`config.mk`:
```
export PLATFORM = sky130hd
export DESIGN_NAME = maggie_slot_sequencer
export DESIGN_NICKNAME = d
export VERILOG_FILES = /design/src/rtl/maggie_seq_pkg.sv /design/src/rtl/maggie_tag_pipe.sv /design/src/rtl/maggie_slot_sequencer.sv
export SDC_FILE = /design/constraint.sdc
export NUM_CORES = 1
export LEC_CHECK = 0
export ABC_AREA = 1
export BUFFER_PORTS_ARGS = -buffer_cell sky130_fd_sc_hd__buf_2
export CORE_AREA = 2 2 132 134
export CTS_CLUSTER_SIZE = 14
export DETAILED_ROUTE_END_ITERATION = 6
export DIE_AREA = 0 0 134 136
export PLACE_DENSITY = 0.84
export SYNTH_ARGS = -nofsm -noshare
export SYNTH_HDL_FRONTEND = slang
export SYNTH_HIERARCHICAL = 1
export SYNTH_SLANG_ARGS = --single-unit
```
`constraint.sdc`:
```
create_clock -name clk -period 9.7 [get_ports clk]
set_input_delay 0.485 -clock clk [delete_from_list [all_inputs] [get_ports clk]]
set_output_delay 0.485 -clock clk [all_outputs]
set_load 0.01 [all_outputs]
```
`src/rtl/maggie_seq_pkg.sv`:
```
// Shared types and constants for the MAGGIE slot sequencer: slot count,
// bus widths, the host FSM state encoding and the in-flight read tag.
package maggie_seq_pkg;

    localparam int SLOTS       = 16;
    localparam int PC_W        = 4;
    localparam int ADDR_W      = 20;
    localparam int DATA_W      = 16;
    localparam int LAYER_IDX_W = 3;

    typedef enum logic [1:0] {
        HOST_IDLE,
        HOST_WAIT,
        HOST_ACK,
        HOST_HOLD
    } host_state_e;

    typedef struct packed {
        logic                   valid;
        logic                   is_host;
        logic [LAYER_IDX_W-1:0] layer;
    } tag_t;

    localparam tag_t TAG_NONE = '0;

endpackage

```
`src/rtl/maggie_tag_pipe.sv`:
```
// Fixed-latency shift pipeline carrying the owner tag of each RAM access so
// the returning ram_din word can be steered to the right consumer.
module maggie_tag_pipe
    import maggie_seq_pkg::*;
#(
    parameter int RAM_READ_CYCLES = 3
) (
    input  logic clk,
    input  logic reset,
    input  tag_t tag_i,
    output tag_t tag_o
);

    tag_t stage_q [RAM_READ_CYCLES];

    always_ff @(posedge clk or posedge reset) begin
        if (reset) begin
            for (int i = 0; i < RAM_READ_CYCLES; i++) begin
                stage_q[i] <= TAG_NONE;
            end
        end else begin
            stage_q[0] <= tag_i;
            for (int i = 1; i < RAM_READ_CYCLES; i++) begin
                stage_q[i] <= stage_q[i-1];
            end
        end
    end

    // Tag enters alongside ram_rd, so the last stage lines up with valid ram_din.
    assign tag_o = stage_q[RAM_READ_CYCLES-1];

endmodule

```
`src/rtl/maggie_slot_sequencer.sv`:
```
// Time-slot arbiter for the shared MAGGIE RAM read port: slots 0..LAYERS-1 serve
// the address generators, the rest serve an optional host port (MAGGIE_HOST_PORT_EN).
module maggie_slot_sequencer
    import maggie_seq_pkg::*;
#(
    parameter int LAYERS          = 4,
    parameter int RAM_READ_CYCLES = 3
) (
    input  logic                     clk,
    input  logic                     reset,
    input  logic [LAYERS*ADDR_W-1:0] layer_addr,
    input  logic [DATA_W-1:0]        ram_din,
    input  logic                     host_req,
    input  logic                     host_we,
    input  logic [ADDR_W-1:0]        host_addr,
    input  logic [DATA_W-1:0]        host_wdata,
    output logic [PC_W-1:0]          pc_ena,
    output logic [ADDR_W-1:0]        ram_addr,
    output logic [DATA_W-1:0]        ram_wdata,
    output logic                     ram_rd,
    output logic                     ram_wr,
    output logic [LAYERS*DATA_W-1:0] layer_dout,
    output logic                     host_ack,
    output logic [DATA_W-1:0]        host_rdata
);

    localparam logic [PC_W-1:0] FIRST_HOST_SLOT = PC_W'(LAYERS);
    localparam logic [PC_W-1:0] LAST_SLOT       = PC_W'(SLOTS - 1);

    logic [PC_W-1:0]   pc_q, pc_d;
    logic [ADDR_W-1:0] ram_addr_q, ram_addr_d;
    logic [DATA_W-1:0] ram_wdata_q, ram_wdata_d;
    logic              ram_rd_q, ram_rd_d;
    logic              ram_wr_q, ram_wr_d;
    logic [ADDR_W-1:0] sel_addr;
    logic              layer_slot;
    logic              wrap;
    logic              host_start;
    tag_t              issue_tag;
    tag_t              exit_tag;

    assign pc_d       = pc_q + PC_W'(1);
    assign layer_slot = (pc_q < FIRST_HOST_SLOT);
    assign wrap       = (pc_q == LAST_SLOT);

    always_comb begin
        sel_addr = '0;
        for (int k = 0; k < LAYERS; k++) begin
            if (pc_q == PC_W'(k)) begin
                sel_addr = layer_addr[k*ADDR_W +: ADDR_W];
            end
        end
    end

    // Issue stage: whatever is decided in slot k appears on the RAM port in slot k+1.
    always_comb begin
        ram_addr_d        = ram_addr_q;
        ram_wdata_d       = ram_wdata_q;
        ram_rd_d          = 1'b0;
        ram_wr_d          = 1'b0;
        issue_tag         = TAG_NONE;
        if (layer_slot) begin
            ram_addr_d        = sel_addr;
            ram_rd_d          = 1'b1;
            issue_tag.valid   = 1'b1;
            issue_tag.is_host = 1'b0;
            issue_tag.layer   = pc_q[LAYER_IDX_W-1:0];
        end else if (host_start) begin
            ram_addr_d        = host_addr;
            ram_rd_d          = !host_we;
            ram_wr_d          = host_we;
            issue_tag.valid   = 1'b1;
            issue_tag.is_host = 1'b1;
            if (host_we) begin
                ram_wdata_d = host_wdata;
            end
        end
    end

    always_ff @(posedge clk or posedge reset) begin
        if (reset) begin
            pc_q        <= '0;
            ram_addr_q  <= '0;
            ram_wdata_q <= '0;
            ram_rd_q    <= 1'b0;
            ram_wr_q    <= 1'b0;
        end else begin
            pc_q        <= pc_d;
            ram_addr_q  <= ram_addr_d;
            ram_wdata_q <= ram_wdata_d;
            ram_rd_q    <= ram_rd_d;
            ram_wr_q    <= ram_wr_d;
        end
    end

    maggie_tag_pipe #(
        .RAM_READ_CYCLES(RAM_READ_CYCLES)
    ) u_tag_pipe (
        .clk   (clk),
        .reset (reset),
        .tag_i (issue_tag),
        .tag_o (exit_tag)
    );

    // Staging keeps a frame's words private until the wrap publishes them together.
    for (genvar gi = 0; gi < LAYERS; gi++) begin : g_lane
        logic [DATA_W-1:0] staging_q, staging_d;
        logic [DATA_W-1:0] dout_q, dout_d;

        always_comb begin
            staging_d = staging_q;
            dout_d    = dout_q;
            if (exit_tag.valid && !exit_tag.is_host &&
                (exit_tag.layer == LAYER_IDX_W'(gi))) begin
                staging_d = ram_din;
            end
            if (wrap) begin
                dout_d = staging_q;
            end
        end

        always_ff @(posedge clk or posedge reset) begin
            if (reset) begin
                staging_q <= '0;
                dout_q    <= '0;
            end else begin
                staging_q <= staging_d;
                dout_q    <= dout_d;
            end
        end

        assign layer_dout[gi*DATA_W +: DATA_W] = dout_q;
    end

`ifdef MAGGIE_HOST_PORT_EN
    host_state_e       host_state_q, host_state_d;
    logic              host_we_q, host_we_d;
    logic              host_ack_q, host_ack_d;
    logic [DATA_W-1:0] host_rdata_q, host_rdata_d;

    assign host_start = (host_state_q == HOST_IDLE) && host_req && !layer_slot;

    always_comb begin
        host_state_d = host_state_q;
        host_we_d    = host_we_q;
        host_ack_d   = 1'b0;
        host_rdata_d = host_rdata_q;
        case (host_state_q)
            HOST_IDLE: begin
                if (host_start) begin
                    host_state_d = HOST_WAIT;
                    host_we_d    = host_we;
                end
            end
            HOST_WAIT: begin
                if (exit_tag.valid && exit_tag.is_host) begin
                    host_state_d = HOST_ACK;
                    host_ack_d   = 1'b1;
                    if (!host_we_q) begin
                        host_rdata_d = ram_din;
                    end
                end
            end
            HOST_ACK:  host_state_d = HOST_HOLD;
            // Wait for the request to drop so a held level is served only once.
            HOST_HOLD: begin
                if (!host_req) begin
                    host_state_d = HOST_IDLE;
                end
            end
            default:   host_state_d = HOST_IDLE;
        endcase
    end

    always_ff @(posedge clk or posedge reset) begin
        if (reset) begin
            host_state_q <= HOST_IDLE;
            host_we_q    <= 1'b0;
            host_ack_q   <= 1'b0;
            host_rdata_q <= '0;
        end else begin
            host_state_q <= host_state_d;
            host_we_q    <= host_we_d;
            host_ack_q   <= host_ack_d;
            host_rdata_q <= host_rdata_d;
        end
    end

    assign host_ack   = host_ack_q;
    assign host_rdata = host_rdata_q;
`else
    logic unused_host;

    assign unused_host = ^{host_req, host_we, host_addr, host_wdata};
    assign host_start  = 1'b0;
    assign host_ack    = 1'b0;
    assign host_rdata  = '0;
`endif

    assign pc_ena    = pc_q;
    assign ram_addr  = ram_addr_q;
    assign ram_wdata = ram_wdata_q;
    assign ram_rd    = ram_rd_q;
    assign ram_wr    = ram_wr_q;

endmodule
```
==> impl_results.md, run 1 <==
- Status: complete, no violations
- WL/cell: 13.8 µm
- Hold slack: between 0.1 and 0.15 ns
- Count of endpoints failing setup in the final report: 0
- Share of the synthesized area in the top cell type: a little under three fifths
- Net Sw Power: 401 µW
- Crit start category: flip-flop
- DRT antenna net count: 0
- Final hold vios: 0
- Worst hold path type: input port to async pin
- Grt ovf: 0
- Cell Pwr Density: 190 nW/µm²
- Sequential share of power: 46.7%
- Slew @ Worst Pin: approximately 1.2 ns
- Die area: 18200 µm²
- Worst-path clk slew: ~0.060 ns
- Initial Utilization: 43.7%
- Chip Width: 134 µm
- Final Cycle Share: 26.2%
- TritonCTS Sinks: 168
- Max-slew violations: 0
- Core box area: 16900 µm²
- GRT Util Overall: 18.4%
- Max IR drop VDD: 0.118 mV
- Post-Syn Instances: 780
- Area of the multi-input gates: 2610 µm²
- Synth area leaders: dfrtp_1 (57%), nand2_1 (11%), mux2_2 (9.0%)
- Global-route wire length before repair: approximately 26000 µm
- Placement Setup Slack: about 7.2 ns
- Largest net degree at the start of global routing: 86
- Gate power share: roughly a tenth
- Avg Inst Size Synth: around 9.5 µm²
- Post-synth EDFFs: 0
- CTS root buf: clkbuf_16
- Post-CTS setup repair buffer count: 0
- Fillers: 1462
- Detail Placement HPWL: roughly 11000 µm
- Post-DR vias/cell: 4.77
- Hold_buf cts: 0
- Drt first pass iters: 7
- Skew final: 0.00662 ns
- Yosys warnings: 6
- TritonCTS Buffers: 17
- CTS H-tree depth: 4
- Yosys top cell by area: dfrtp_1
- Top_reg_cell synth: dfrtp_1
- Synth Register Bits: 168
- Die height: 136 µm
- Standby leakage power: 4.75 nW
- Gpl congestion: between 0.8 and 0.9
- DRC viols: 0
- Register area: 4200 µm²
- TritonCTS clock tree: yes
- RSZ-0062 raised after global routing: no
- Crit-path max FO: 21
- Net Sw Frac: 23.5%
- Via count: 5636
- Sequential area share after synthesis: 57.0%
- # rows: 48
- Total length of routed wires: ~16000 µm
- Port Buffers: 186
- Fmax: 394 MHz
- Post-synth ARST share: 100%
- Post-synth top cells: nand2_1 (208), dfrtp_1 (168), o21ai_0 (64)
- IO Pins: 259
- CP endpoint kind: flip-flop
- Nets@finish: 1084
- ANT cells: 0
- P_int: around 1.3 mW
- Final worst slack: between 7 and 8 ns
- Synthesized cell area: 7380 µm²
- Fraction of layout cells with a size suffix above 1: 30.1%
- Post-cts resize count: 0
- Sum Neg Setup Slack: 0 ns
- Initial DRC count: 280
- Clock Path Buffers: 2
- Synth cell types: 21
- Clock latency on the worst-skew pair: between 0.4 and 0.5 ns
- Setup Crit Path Kind: flip-flop to flip-flop
- CP Data Required Time: 10.01 ns
- Relative slew slack: 20.5%
- WP data arrival: 2.85 ns
- Count leader, synth: nand2_1
- Max-Cap Viols: 0
- Tmin final: 2.54 ns
- Clock power share: 44.0%
- Vias in the first global route: 5383
- Initial antenna violation count: 0
- Synth-to-layout area growth: 21.4%
[per-stage QoR]
stage                     total power, mW  cell area (µm²)  std cells  utilization [%]
after floorplan                     0.899             7510        815                -
after global placement              0.958             8300       1150             49.2
after detailed placement            0.967             8300       1150             49.2
after CTS                            1.72             8960       1182             53.1
after global routing                 1.78             8960       1182             53.1
final                                1.70             8960       1182             53.1
[per-layer routing]
metal	wire length (µm)	track usage, %
met2	7750	30.6
met3	1240	4.96
met4	267	5.85
met5	0	0
met1	7080	23.7
[cell type report]
class,count,share of cell area [%]
clock inverter,13,2.44
inverter,64,2.74
sequential,168,46.9
timing repair buffer,189,10.6
multi-input combinational,504,29.2
tap,225,3.14
clock buffer,19,4.94
[flip-flops by register name, summed over array words and instances, names as in the netlist]
name,cells
g_lane.dout_q,64
g_lane.staging_q,64
pc_ena,4
ram_addr,20
ram_rd,1
u_tag_pipe/stage_q,10
u_tag_pipe/tag_o,5
[final timing paths]
kind                                       startpoint                     end  slack (ns)  depth (start not counted)
worst max-delay path                        pc_ena[0]            ram_addr[15]        7.16                          7
max in group asynchronous                       reset  g_lane[0].staging_q[7]        8.02                          3
worst min-delay path                            reset   u_tag_pipe/stage_q[9]        0.14                          2
worst max register to register              pc_ena[0]            ram_addr[15]        7.16                          7
min in group clk                       layer_addr[71]            ram_addr[11]        0.34                          4
worst min register to register  u_tag_pipe/stage_q[5]     u_tag_pipe/tag_o[0]        0.35                          0
[placed cells by master, fill, tap and decap left out]
cell / n
clkinv_2: 1
clkbuf_16: 17
dfrtp_1: 168
or2_2: 5
inv_6: 1
nand2_1: 208
buf_2: 186
ha_1: 4
xnor2_1: 1
inv_2: 1
nand3_1: 63
clkbuf_8: 1
clkinvlp_4: 2
inv_1: 62
clkinv_4: 3
clkbuf_1: 1
buf_4: 3
conb_1: 36
o21ai_0: 64
nand3_4: 1
mux2_2: 59
nor2_1: 55
bufinv_16: 5
inv_8: 2
nor3_1: 1
nor2_4: 1
xor2_1: 1
mux2_1: 5
[power groups by stage]
stage | sequential [mW] | clock, mW | combinational [mW]
2_1_floorplan | 0.816 | 0 | 0.0835
3_3_place_gp | 0.804 | 0 | 0.154
3_5_place_dp | 0.807 | 0 | 0.160
4_1_cts | 0.796 | 0.764 | 0.161
5_1_grt | 0.802 | 0.793 | 0.180
6_report | 0.796 | 0.749 | 0.158
[cells by family after synthesis]
logic type / share of synthesized area, %
simple gates: 18.4
flops: 57.0
buf+inv: 9.50
compound gates: 4.34
mux: 9.77
fa+ha+maj: 0.678
xor+xnor: 0.237
other cells: 0.0508
[worst max-delay path, stage by stage (launching register included)]
cell     delay, ns
dfrtp_1       0.43
inv_1         0.14
ha_1          0.74
nand2_1       0.65
nand2_1       0.29
nand2_1       0.07
nand2_1       0.06
nand2_1       0.04
(Power assumes the default switching activity.)
==> run 2: changes to the inputs <==
--- a/config.mk
+++ b/config.mk
@@ -11,7 +11,7 @@
 export CTS_CLUSTER_SIZE = 14
 export DETAILED_ROUTE_END_ITERATION = 6
 export DIE_AREA = 0 0 134 136
-export PLACE_DENSITY = 0.84
+export PLACE_DENSITY = 0.87
 export SYNTH_ARGS = -nofsm -noshare
 export SYNTH_HDL_FRONTEND = slang
 export SYNTH_HIERARCHICAL = 1
==> constraint.sdc (replaced) <==
create_clock -name clk -period 2.1 [get_ports clk]
set_input_delay 0.105 -clock clk [delete_from_list [all_inputs] [get_ports clk]]
set_output_delay 0.105 -clock clk [all_outputs]
set_load 0.01 [all_outputs]
==> run 2 against run 1 <==
Against the previous run:
- final cell count grew 1.9%
- non-clock buffer count grew 22
- routed wire length shrank 0.59%
- largest cell class unchanged
==> impl_results.md, run 2 (synthesized netlist as in run 1, its figures left out) <==
- Status: complete, no violations
- Grt ovf: 0 (unchanged)
- Worst-path clk slew: 0.07 ns (about the same)
- Fmax: 581 MHz (+48%)
- Commonest cells after routing, fill and taps aside: nand2_1 (208), buf_2 (186), dfrtp_1 (168), o21ai_0 (64), nand3_1 (63)
- Max-Cap Viols: 0 (unchanged)
- Crit-path max FO: 20 (-4.8%)
- Clock Path Buffers: 2 (unchanged)
- Area post-placement: 8440 µm² (+1.7%)
- Register area: 4200 µm² (unchanged)
- RSZ-0062 raised after global routing: no
- Die height: 136 µm (unchanged)
- Skew final: 0.0107 ns (+0.00411 ns)
- Post-cts resize count: 0 (unchanged)
- Count of endpoints failing setup in the final report: 0 (unchanged)
- Tmin final: 1.72 ns (-0.818 ns)
- Final hold vios: 0 (unchanged)
- R2r endpoint: ram_addr[8]
- R2R depth: 7 (unchanged)
- Vias in the first global route: 5256 (-2.4%)
- Total length of routed wires: 16200 µm (-0.59%)
- WP data arrival: 2.03 ns (-0.82 ns)
- Fillers: 1471 (+0.62%)
- CTS H-tree depth: 4 (unchanged)
- Nets@finish: 1106 (+2.0%)
- Relative slew slack: 55.4% (+35 points)
- DRT antenna net count: 0 (unchanged)
- Core box area: 16900 µm² (unchanged)
- Cell Pwr Density: 817 nW/µm² (+330%)
- Die area: 18200 µm² (unchanged)
- Drt first pass iters: 4 (-3)
- Max-slew violations: 0 (unchanged)
- Slew @ Worst Pin: 0.667 ns (-0.522 ns)
- Reg-to-Reg Start: pc_ena[0]
- Area of the multi-input gates: 2600 µm² (-0.29%)
- Most common cell after layout, fill and taps aside: nand2_1
- Setup Crit Path Kind: flip-flop to flip-flop
- CTS root buf: clkbuf_16
- Initial Utilization: 43.7% (unchanged)
- # rows: 48 (unchanged)
- Hold Crit Start: ram_din[9]
- Sum Neg Setup Slack: 0 ns (unchanged)
- Port Buffers: 186 (unchanged)
- Cells on Worst Hold Path: 3
- Fraction of layout cells with a size suffix above 1: 30.6% (+0.55 points)
- TritonCTS clock tree: yes
- CP Data Required Time: 2.41 ns (-7.60 ns)
- GRT Util Overall: 18.1% (-0.29 points)
- ANT cells: 0 (unchanged)
- Gpl congestion: 0.815 (-3.5%)
- Standby leakage power: 4.82 nW (+1.5%)
- Final Cycle Share: 81.9% (+56 points)
- Via count: 5702 (+1.2%)
- Largest net degree at the start of global routing: 65 (-24%)
- Synth-to-layout area growth: 23.5%
- Crit start category: flip-flop
- Max IR drop VDD: 0.629 mV (+430%)
- WL/cell: 13.5 µm (-2.4%)
- IO Pins: 259 (unchanged)
- Worst hold path type: input port to flip-flop
- Initial DRC count: 294 (+5.0%)
- Detail Placement HPWL: 11500 µm (+3.8%)
- TritonCTS Sinks: 168 (unchanged)
- Clock latency on the worst-skew pair: 0.43 ns (about the same)
- DRC viols: 0 (unchanged)
- Chip Width: 134 µm (unchanged)
- Reg-to-reg slack, setup: 0.38 ns (-6.78 ns)
- Global-route wire length before repair: 26100 µm (-0.76%)
- Final instance area: 9110 µm² (+1.7%)
- Hold Path Sink: g_lane[0].staging_q[9]
- Post-DR vias/cell: 4.74 (-0.68%)
- CP endpoint kind: flip-flop
- Initial antenna violation count: 0 (unchanged)
- TritonCTS Buffers: 17 (unchanged)
[run 2: repair_timing]
| action | in CTS | in global routing |
|---|---|---|
| endpoints found under the hold margin | 46 | 0 |
| buffers inserted | 0 | 0 |
| hold buffers | 10 | 0 |
[run 2: worst max path at each step]
| stage | startpoint | to | slack (ns) | cells after the start |
|---|---|---|---|---|
| 3_5_place_dp | pc_ena[0] | ram_addr[8] | 0.40 | 7 |
| 4_1_cts | pc_ena[0] | ram_addr[8] | 0.39 | 7 |
| 3_3_place_gp | pc_ena[0] | ram_addr[8] | 0.46 | 7 |
| 2_1_floorplan | reset | g_lane[0].dout_q[0] | 0.06 | 1 |
| 5_1_grt | pc_ena[0] | ram_addr[15] | 0.26 | 7 |
| 6_report | pc_ena[0] | ram_addr[8] | 0.38 | 7 |
[run 2: critical path, cell delays in order (launching register included)]
cell and delay [ns]:
dfrtp_1 0.43, inv_1 0.15, ha_1 0.19, nand2_1 0.40
nand2_1 0.20, nand2_1 0.06, nand2_1 0.11, nand2_1 0.06
[run 2: layout make-up]
cell class | count | share of cell area (%)
clock inverter | 14 | 1.52
inverter | 64 | 2.68
multi-input combinational | 504 | 28.6
tap | 225 | 3.09
sequential | 168 | 46.2
timing repair buffer | 211 | 13.2
clock buffer | 18 | 4.71
[run 2: through the flow]
stage / util, % / total power, mW / setup slack, ns / instances / hold WS, ns
floorplan: - / 4.15 / 0.0641 / 815 / 0.00648
global placement: 50.0 / 4.44 / 0.457 / 1162 / 0.185
detailed placement: 50.0 / 4.48 / 0.404 / 1162 / 0.210
CTS: 54.0 / 7.53 / 0.390 / 1204 / 0.000872
global route: 54.0 / 7.77 / 0.261 / 1204 / 0.0198
finish: 54.0 / 7.44 / 0.380 / 1204 / 0.0140
[run 2: per-layer routing]
layer / GRT usage, % / vias to the layer above / part of all wire [%]
met5: 0 / - / 0
met4: 6.56 / 0 / 1.8
met3: 4.36 / 23 / 6.8
met2: 30.0 / 246 / 47
met1: 23.4 / 2660 / 44
li1: - / 2773 / -
[run 2: power by group]
part / switching, mW / internal [mW]
registers: 0.153 / 3.52
logic: 0.408 / 0.355
clock network: 1.34 / 1.66
total: 1.90 / 5.54
==> run 3: changes to the inputs <==
--- a/config.mk
+++ b/config.mk
@@ -11,7 +11,7 @@
 export CTS_CLUSTER_SIZE = 14
 export DETAILED_ROUTE_END_ITERATION = 6
 export DIE_AREA = 0 0 134 136
-export PLACE_DENSITY = 0.87
+export PLACE_DENSITY = 0.84
 export SYNTH_ARGS = -nofsm -noshare
 export SYNTH_HDL_FRONTEND = slang
 export SYNTH_HIERARCHICAL = 1
==> constraint.sdc (replaced) <==
create_clock -name clk -period 1.8 [get_ports clk]
set_input_delay 0.09 -clock clk [delete_from_list [all_inputs] [get_ports clk]]
set_output_delay 0.09 -clock clk [all_outputs]
set_load 0.01 [all_outputs]
==> run 3 against run 2 <==
Against the previous run:
- non-clock buffer count rose by 12
- die area stayed put
- combinational power grew 20%
- routed wire length increased by 5.3%
- maximum frequency increased by 4.8%
- highest routed layer unchanged
==> impl_results.md, run 3 (synthesized netlist as in run 1, its figures left out) <==
- Status: complete, no violations
- Register area: 4200 µm² (unchanged)
- Layout Utilization: 55.2% (+1.3 points)
- Fmax: 609 MHz (+4.8%)
- CP endpoint kind: flip-flop
- Core box area: 16900 µm² (unchanged)
- Initial DRC count: 294 (unchanged)
- Most frequent CP cell: nand2_1
- Placed insts: 1167 (+0.43%)
- Hold slack: 0.00306 ns (-0.0110 ns)
- RSZ-0062 raised after global routing: no
- Port Buffers: 186 (unchanged)
- Worst Setup SP: pc_ena[1]
- Synth-to-layout area growth: 26.4%
- GRT Util Overall: 19.2% (+1.0 points)
- Via count: 5873 (+3.0%)
- DRC viols: 0 (unchanged)
- Slew @ Worst Pin: 0.629 ns (-0.0382 ns)
- Count of endpoints failing setup in the final report: 0 (unchanged)
- Most common cell after layout, fill and taps aside: nand2_1
- CTS H-tree depth: 4 (unchanged)
- Global-route wire length before repair: 27600 µm (+5.5%)
- Die area: 18200 µm² (unchanged)
- Initial Utilization: 43.7% (unchanged)
- Area of the multi-input gates: 2610 µm² (+0.38%)
- Fillers: 1438 (-2.2%)
- Gpl congestion: 0.865 (+6.1%)
- Nets@finish: 1118 (+1.1%)
- DRT antenna net count: 0 (unchanged)
- Relative slew slack: 58.0% (+2.6 points)
- Final hold vios: 0 (unchanged)
- Grt ovf: 0 (unchanged)
- Worst-path clk slew: 0.07 ns (about the same)
- ANT cells: 0 (unchanged)
- Final Cycle Share: 91.2% (+9.3 points)
- WL/cell: 14.1 µm (+4.3%)
- Max stage delay on crit path: 0.41 ns (-0.02 ns)
- Chip Width: 134 µm (unchanged)
- Clock Path Buffers: 2 (unchanged)
- TritonCTS Sinks: 168 (unchanged)
- Standby leakage power: 4.93 nW (+2.3%)
- CTS root buf: clkbuf_16
- CP Data Required Time: 2.11 ns (-0.30 ns)
- Detail Placement HPWL: 11500 µm (+0.15%)
- R2R depth: 6 (-1)
- Max-Cap Viols: 0 (unchanged)
- Initial antenna violation count: 0 (unchanged)
- Cells on Worst Hold Path: 3 (unchanged)
- Area post-placement: 8530 µm² (+1.1%)
- Tmin final: 1.64 ns (-0.0788 ns)
- Drt first pass iters: 5 (+1)
- Commonest cells after routing, fill and taps aside: nand2_1 (208), buf_2 (186), dfrtp_1 (168), o21ai_0 (64), nand3_1 (63)
- Max IR drop VDD: 0.632 mV (+0.42%)
- Setup Crit Path Kind: flip-flop to flip-flop
- R2r endpoint: ram_addr[17]
- Worst Setup EP: ram_addr[17]
- Vias in the first global route: 5594 (+6.4%)
- Total length of routed wires: 17100 µm (+5.3%)
- CP Cell Sequence: ha_1, buf_4, nand2_1, or2_2, nand2_1, nand2_1
- Finished Layout Cells: 1216 (+1.0%)
- Cell Pwr Density: 964 nW/µm² (+18%)
- Reg-to-reg slack, setup: 0.16 ns (-0.22 ns)
- Post-DR vias/cell: 4.83 (+2.0%)
- Final instance area: 9320 µm² (+2.3%)
- Sum Neg Setup Slack: 0 ns (unchanged)
- Fraction of layout cells with a size suffix above 1: 31.0% (+0.34 points)
- Crit path max-delay cell type: dfrtp_1
- # rows: 48 (unchanged)
- Clock latency on the worst-skew pair: 0.43 ns (about the same)
- Largest net degree at the start of global routing: 61 (-6.2%)
- Worst hold path type: input port to flip-flop
- Reg-to-Reg Start: pc_ena[1]
- Max-slew violations: 0 (unchanged)
- Skew final: 0.0213 ns (+0.0106 ns)
- TritonCTS clock tree: yes
- TritonCTS Buffers: 17 (unchanged)
- IO Pins: 259 (unchanged)
- Crit start category: flip-flop
- Die height: 136 µm (unchanged)
- Crit-path max FO: 10 (-50%)
- WP data arrival: 1.95 ns (-0.08 ns)
## run 3: final cells by class
cell class                 count  share of cell area [%]
clock buffer                  17                    4.56
clock inverter                15                    2.03
inverter                      64                    2.62
multi-input combinational    504                    28.0
sequential                   168                    45.1
tap                          225                    3.02
timing repair buffer         223                    14.6
## run 3: routing by layer
metal	up-vias	GRT usage [%]	part of all wire [%]
met2	294	32.2	49
li1	2789	-	-
met3	32	4.29	6.6
met4	0	8.27	2.7
met5	-	0	0
met1	2758	24.0	42
## run 3: repair_timing
action | CTS | global route
hold buffers | 17 | 0
endpoints found under the hold margin | 50 | 0
setup buffers | 0 | 0
gates resized for setup | 0 | 1
endpoints found under the setup margin | 0 | 20
## run 3: stage by stage
step / setup slack, ns / total power [mW]
floorplan: -0.221 / 4.85
global placement: 0.0847 / 5.19
detailed placement: 0.0212 / 5.24
CTS: 0.0168 / 9.08
global route: 0.0784 / 9.39
finish: 0.159 / 8.98
## run 3: worst max-delay path, delay by kind of cell (launching register included)
| family | cells | cell delay (ns) |
|---|---|---|
| and+or+nand+nor | 4 | 0.73 |
| buffers and inverters | 1 | 0.14 |
| adders and majority gates | 1 | 0.24 |
| DFF | 1 | 0.41 |
## run 3: worst min-delay path by stage
stage | from | endpoint
floorplan | reset | u_tag_pipe/stage_q[10]
CTS | layer_addr[74] | ram_addr[14]
global placement | reset | u_tag_pipe/stage_q[9]
detailed placement | reset | u_tag_pipe/stage_q[14]
finish | ram_din[14] | g_lane[2].staging_q[14]
global route | ram_din[15] | g_lane[3].staging_q[15]
## run 3: power by group
part | total, mW | switching, mW | leakage [nW] | internal [mW]
Combinational | 0.913 | 0.481 | 2.68 | 0.432
Sequential | 4.29 | 0.186 | 1.95 | 4.11
Clock | 3.78 | 1.56 | 0.306 | 2.22
Total | 8.98 | 2.22 | 4.93 | 6.76
